**src/rtl/burst_rw_sched.sv**
```systemverilog
// -----------------------------------------------------------------------------
// burst_rw_sched
//   CAS-to-data timing scheduler for the DDR4 controller data path.
//   Each accepted CAS gets its own countdown, loaded from the read or write
//   latency that was present when the CAS was accepted. The queue releases
//   entries strictly in FIFO order. Each release starts one data burst of
//   2 cycles (BC4) or 4 cycles (BL8). A burst can follow the previous one
//   with no gap cycle.
//
// Parameters
//   DEPTH    max outstanding CAS commands (power of 2, 2..32)
//   DELAY_W  width of the latency inputs and of each entry countdown
//   CNT_W    width of q_count (must be able to hold DEPTH)
//
// Ports
//   clock_t     controller / data-bus clock
//   reset       synchronous, active-high
//   cas_rdy     one-cycle pulse: CAS issued this cycle
//   cas_rw      1 = READ, 0 = WRITE
//   cas_bc4     1 = burst chop 4 (2 cycles), 0 = BL8 (4 cycles)
//   rd_delay    read latency in cycles (CL+AL)
//   wr_delay    write latency in cycles (CWL+AL)
//   rw_rdy      pulse on the first data cycle of a burst
//   data_valid  high on every data cycle of a burst
//   data_rw     direction of the current burst
//   burst_last  high on the final data cycle of a burst
//   rw_done     queue empty and no burst active
//   data_idle   no burst active
//   q_count     queued, not-yet-launched commands
//   q_full      q_count == DEPTH
//   err_late    sticky: a burst launched after its due cycle
//   err_ovf     sticky: a CAS was dropped because the queue was full
// -----------------------------------------------------------------------------
module burst_rw_sched #(
  parameter int DEPTH   = 8,
  parameter int DELAY_W = 6,
  parameter int CNT_W   = 4
) (
  input  logic               clock_t,
  input  logic               reset,
  input  logic               cas_rdy,
  input  logic               cas_rw,
  input  logic               cas_bc4,
  input  logic [DELAY_W-1:0] rd_delay,
  input  logic [DELAY_W-1:0] wr_delay,
  output logic               rw_rdy,
  output logic               data_valid,
  output logic               data_rw,
  output logic               burst_last,
  output logic               rw_done,
  output logic               data_idle,
  output logic [CNT_W-1:0]   q_count,
  output logic               q_full,
  output logic               err_late,
  output logic               err_ovf
);

  localparam int               PTR_W    = $clog2(DEPTH);
  localparam logic [CNT_W-1:0] FULL_CNT = CNT_W'(DEPTH);

  typedef enum logic {D_IDLE, D_BURST} state_t;

  // Queue storage: direction, burst chop and the remaining countdown
  logic               ent_rw  [DEPTH];
  logic               ent_bc4 [DEPTH];
  logic [DELAY_W-1:0] ent_cnt [DEPTH];

  logic [PTR_W-1:0]   rd_ptr, wr_ptr;
  state_t             state, state_nx;
  logic [2:0]         beat_q, beat_nx;   // beats left, including the current one
  logic               rw_nx;

  logic               head_due, bus_free, pop, push, ovf;
  logic [DELAY_W-1:0] sel_delay, eff_delay, load_cnt;
  logic [CNT_W-1:0]   count_nx;
  logic [DELAY_W-1:0] head_cnt;

  assign head_cnt = ent_cnt[rd_ptr];

  // The countdown of the head reaches 0 in the cycle in which its data is due.
  // Outputs are registered, so the launch is decided one cycle earlier, while
  // the countdown is still 1. A countdown already at 0 means the due cycle has
  // passed and the launch is late.
  assign head_due = (q_count != '0) && (head_cnt <= DELAY_W'(1));

  // The bus is free in the next cycle when it is idle now or on its last beat
  assign bus_free = (state == D_IDLE) || (beat_q == 3'd1);

  // NOTE: every signal driven in always_comb gets a default first, so that no
  // path leaves it unassigned and no latch is inferred.
  always_comb begin
    pop       = head_due && bus_free;
    push      = cas_rdy && ((q_count != FULL_CNT) || pop);
    ovf       = cas_rdy && (q_count == FULL_CNT) && !pop;

    sel_delay = cas_rw ? rd_delay : wr_delay;
    eff_delay = (sel_delay < DELAY_W'(2)) ? DELAY_W'(2) : sel_delay;
    load_cnt  = eff_delay - DELAY_W'(1);

    count_nx  = q_count;
    case ({push, pop})
      2'b10:   count_nx = q_count + CNT_W'(1);
      2'b01:   count_nx = q_count - CNT_W'(1);
      default: count_nx = q_count;
    endcase

    state_nx  = state;
    beat_nx   = beat_q;
    rw_nx     = data_rw;
    if (pop) begin
      state_nx = D_BURST;
      beat_nx  = ent_bc4[rd_ptr] ? 3'd2 : 3'd4;
      rw_nx    = ent_rw[rd_ptr];
    end else if ((state == D_BURST) && (beat_q > 3'd1)) begin
      beat_nx  = beat_q - 3'd1;
    end else begin
      state_nx = D_IDLE;
      beat_nx  = 3'd0;
      rw_nx    = 1'b0;
    end
  end

  // NOTE: sequential state uses non-blocking assignments only, so every flop
  // samples values from before the edge whatever the order of the statements.
  always_ff @(posedge clock_t) begin
    if (reset) begin
      state  <= D_IDLE;
      beat_q <= 3'd0;
    end else begin
      state  <= state_nx;
      beat_q <= beat_nx;
    end
  end

  always_ff @(posedge clock_t) begin
    if (reset) begin
      rd_ptr     <= '0;
      wr_ptr     <= '0;
      q_count    <= '0;
      rw_rdy     <= 1'b0;
      data_valid <= 1'b0;
      data_rw    <= 1'b0;
      burst_last <= 1'b0;
      rw_done    <= 1'b1;
      data_idle  <= 1'b1;
      q_full     <= 1'b0;
      err_late   <= 1'b0;
      err_ovf    <= 1'b0;
    end else begin
      if (pop)  rd_ptr <= rd_ptr + PTR_W'(1);
      if (push) wr_ptr <= wr_ptr + PTR_W'(1);
      q_count    <= count_nx;
      rw_rdy     <= pop;
      data_valid <= (state_nx == D_BURST);
      data_rw    <= rw_nx;
      burst_last <= (state_nx == D_BURST) && (beat_nx == 3'd1);
      rw_done    <= (state_nx == D_IDLE) && (count_nx == '0);
      data_idle  <= (state_nx == D_IDLE);
      q_full     <= (count_nx == FULL_CNT);
      err_late   <= err_late || (pop && (head_cnt == '0));
      err_ovf    <= err_ovf || ovf;
    end
  end

  // NOTE: the queue storage has no reset. An entry is only read after it has
  // been written, and the pointers and count (which are reset) decide validity.
  // When the queue is full, a push and a pop in the same cycle use the same
  // slot. The head is read before the edge and overwritten at the edge.
  always_ff @(posedge clock_t) begin
    for (int i = 0; i < DEPTH; i++) begin
      if (push && (wr_ptr == PTR_W'(i))) begin
        ent_rw[i]  <= cas_rw;
        ent_bc4[i] <= cas_bc4;
        ent_cnt[i] <= load_cnt;
      end else if (ent_cnt[i] != '0) begin
        ent_cnt[i] <= ent_cnt[i] - DELAY_W'(1);
      end
    end
  end

endmodule

```
**config.mk**
```make
export PLATFORM = sky130hd
export DESIGN_NAME = burst_rw_sched
export DESIGN_NICKNAME = d
export VERILOG_FILES = /design/src/rtl/burst_rw_sched.sv
export SDC_FILE = /design/constraint.sdc
export NUM_CORES = 1
export LEC_CHECK = 0
export CAP_MARGIN = 20
export CORE_ASPECT_RATIO = 1.2
export CORE_MARGIN = 4
export CORE_UTILIZATION = 40
export CTS_CLUSTER_SIZE = 16
export DETAILED_ROUTE_END_ITERATION = 8
export GPL_ROUTABILITY_DRIVEN = 0
export PLACE_DENSITY_LB_ADDON = 0.3
export REMOVE_ABC_BUFFERS = 1
export SLEW_MARGIN = 15
export SYNTH_ARGS = -nofsm -noshare
export SYNTH_HDL_FRONTEND = slang
export SYNTH_SLANG_ARGS = --single-unit
```
**constraint.sdc**
```tcl
create_clock -name clock_t -period 2.8 [get_ports clock_t]
set_input_delay 0.7 -clock clock_t [delete_from_list [all_inputs] [get_ports clock_t]]
set_output_delay 0.7 -clock clock_t [all_outputs]
set_load 0.005 [all_outputs]
```
==> out/results.tsv <==
stage	metric	value	unit
cts	cts bufs inserted	9	
worst_setup_path	CP bufs+invs	1	
sta	Slew headroom	61.5	%
pwr	Peak VDD IR	0.432	mV
synthesis	Post-synth EDFFs	64	
worst_setup_path	crit-path leading delay family	compound AO/OA/AOI/OAI gates	
synthesis	post-synthesis sequential area ratio	47.5	%
global_route	largest net degree at the start of global routing	19	
cts	Clock Tree Root	clkbuf_16	
pwr	Leakage	2.95	nW
worst_setup_path	Critical Path, Cell by Cell	nor4b_2, a22oi_1, a32oi_1, buf_4, nand3_2, nor2_2, xor2_1, ha_1, or3_1, mux2_4, a211o_1, o31ai_2	
worst_setup_path	CP peak stage delay	430	ps
die	chip width	111	um
sta	Slew @ Worst Pin	576	ps
final_layout	final cell count without fillers	743	
worst_setup_path	Critical Path Fanout Max	3	
synthesis	Synth cell types	60	
placement	DP Worst Slack	-334	ps
cts	CTS clk-pin slew, worst paths	60	ps
die	I/O Pins	30	
detailed_routing	final antenna-violating net count	0	
cts	CTS tree	yes	
worst_setup_path	crit start category	flop	
final_layout	Layout area overhead	28.6	%
sta	fin crit share	105	%
worst_setup_path	Critical Path AT	3190	ps
detailed_routing	Routed WL	12400	um
global_route	GR Util All Layers	16.9	%
synthesis	Synth Flop Type	edfxtp_1	
sta	RSZ-0062 raised after global routing	yes	
detailed_routing	DR vias	3881	
synthesis	Synth top area share	37.7	%
sta	worst setup margin	-130	ps
detailed_routing	Routed WL per cell	16.7	um
die	Rows	44	
sta	setup tns final	-372	ps
cts	clock sink count	89	
detailed_routing	routed vias/inst	5.22	
placement	Detailed Place HPWL	9490	um
detailed_routing	initial DRC count	193	
synthesis	Synth area leaders	edfxtp_1, mux2i_1, dfxtp_1, ha_1, nor2_1	
detailed_routing	DRC Markers	0	
placement	IO buf count	29	
detailed_routing	drt pass-1 iters	4	
sta	count of pins over their slew limit	0	
pwr	power density over the cells	871	nW/um2
sta	Final Hold Viols	0	
die	die footprint	14600	um2
final_layout	Final nets	612	
synthesis	flops & latches, synth	89	
final_layout	Final Util	53.4	%
synthesis	Syn Area/Cell	11.2	um2
die	Initial Util	41.5	%
worst_setup_path	CP Capture Type	flop	
sta	min Tclk post-route	2930	ps
global_route	first-pass GRT wire length	19700	um
min_path	Worst Hold Endpoint	err_ovf	
worst_setup_path	worst endpoint required time	3060	ps
synthesis	area leader, netlist	edfxtp_1	
global_route	GRT overflow	0	
global_route	vias in the first global route	3971	
min_path	hold crit path type	reg -> reg	
synthesis	Synth Instances	454	
worst_setup_path	RR Startpoint	ent_cnt[7][3]	
job	Max Cap Viol	0	
worst_setup_path	FF-to-FF path depth	12	
sta	worst clock skew	9.68	ps
cts	Clock Latency Late Sink	350	ps
final_layout	layout cells sized above 1	24.3	%
sta	FMAX	341	MHz
global_route	initial antenna violation count	0	
worst_setup_path	CP max stage cell	edfxtp_1	
cts	H-tree depth	3	
status	run status	complete, but fails checks	
placement	DP Cell Count	724	
die	Die Ht	132	um
cts	clock buffer depth	2	
status	violations in the final reports	setup timing	
worst_setup_path	reg2reg setup slack	-130	ps
worst_setup_path	worst flop-to-flop path endpoint	rw_done	
die	Floorplan Core Area	12300	um2
worst_setup_path	CP Class	reg -> reg	
final_layout	fillers	1084	
min_path	Hold Crit Depth	2	
sta	setup violators final	3	
synthesis	Async SR Flop Fraction	0	%
min_path	worst hold start	err_ovf	
synthesis	Synth Cell Area	5100	um2
synthesis	Ys Warns	0	
cts	CTS Hold Buffers Added	0	
state kept, by name (all words and copies together), names as in the netlist, named ones only:
| name | cells |
|---|---|
| wr_ptr | 3 |
| rw_done | 1 |
| err_ovf | 1 |
| ent_cnt | 48 |
| ent_bc4 | 8 |
| err_late | 1 |
| data_idle | 1 |
| rw_rdy | 1 |
| rd_ptr | 3 |
| q_count | 4 |
| q_full | 1 |
| data_valid | 1 |
| beat_q | 3 |
| burst_last | 1 |
| ent_rw | 8 |
| data_rw | 1 |
timing repair:
action	4_1_cts	5_1_grt
gates resized for setup	4	9
gates cloned	0	0
endpoints found under the setup margin	4	72
buffers inserted	0	2
pin swaps	10	7
layout by cell type, fill, tap and decap left out, types with 7 or more instances in the layout:
cell type        instances
buf_4                   97
edfxtp_1                64
mux2i_1                 50
nor2_1                  48
clkdlybuf4s50_1         28
inv_1                   26
dfxtp_1                 25
nand2_1                 20
xnor2_1                 19
ha_1                    19
nor3_1                  14
xor2_1                  12
a21oi_1                 11
and3_1                  11
nand3_1                 10
clkbuf_16                9
nand2b_1                 8
nor2_2                   8
a21o_1                   7
report_power, final:
group,internal (mW),switching (mW)
sequential,2.00,0.288
combinational,1.24,1.08
clock,0.595,0.502
total,3.84,1.87
logic make-up (layout without fill, tap and decap cells):
| logic type | after synthesis | after routing | share of synthesized area [%] |
|---|---|---|---|
| AND/OR/NAND/NOR | 151 | 151 | 15.4 |
| flip-flops | 89 | 89 | 47.5 |
| AO/OA/AOI/OAI | 62 | 62 | 9.50 |
| multiplexers | 59 | 59 | 13.6 |
| buffers and inverters | 42 | 169 | 3.76 |
| XOR/XNOR | 32 | 32 | 5.50 |
| adder cells (fa/ha/maj) | 19 | 19 | 4.66 |
| other | 0 | 1 | 0 |
metal layers:
metal	up-vias	routed length [um]	share of wire (%)	GRT usage, %
met5	-	0	0	0
met4	0	271	2.2	5.54
met3	20	502	4.1	3.96
met2	70	6290	51	29.8
met1	1881	5330	43	20.4
li1	1910	-	-	-
area by class of cell:
type                    instances  area (um2)  area share, %
clock buffers                  12         236           3.61
repair buffers                127        1040           15.9
well taps                     161         201           3.07
clock inverters                 4        20.0          0.306
flip-flops and latches         89        2420           37.0
multi-input cells             323        2530           38.6
diodes                          1        2.50         0.0382
inverters                      26        97.6           1.49
synthesized netlist by cell type, types with 7 or more instances:
cell type  number
a21o_1          7
a21oi_1        11
and3_1         12
clkbuf_1        8
dfxtp_1        25
edfxtp_1       64
ha_1           19
inv_1          26
mux2i_1        51
nand2_1        20
nand2b_1       11
nand3_1        11
nor2_1         50
nor3_1         15
xnor2_1        20
xor2_1         12
worst max path at each step:
stage	slack, ps	depth (start not counted)	from	endpoint
6_report	-130	12	ent_cnt[7][3]	rw_done
4_1_cts	-180	12	ent_cnt[7][1]	q_count[2]
3_5_place_dp	-330	13	cas_rw	ent_cnt[7][4]
5_1_grt	-310	12	ent_cnt[7][3]	rw_done
2_1_floorplan	-440	7	flop	ent_cnt[3][0]
3_3_place_gp	-230	13	cas_rw	ent_cnt[3][4]
metrics by stage:
step | cell area [um2] | total power, mW | hold slack, ps
finish | 6550 | 5.71 | 481
global placement | 6230 | 4.51 | 454
detailed placement | 6230 | 4.61 | 466
global route | 6550 | 6.08 | 501
CTS | 6500 | 5.72 | 483
floorplan | 5000 | 3.59 | 436
worst register-to-register path: cells and delay by family, from the launching register on:
kind	cells	cell delay [ps]
buffers and inverters	1	170
muxes	1	260
AOI/OAI and AO/OA	4	880
adders and majority gates	1	190
xor gates and xnor gates	1	70
DFF	1	430
and+or+nand+nor	4	840
No activity file was read; power rests on OpenSTA's default activity.
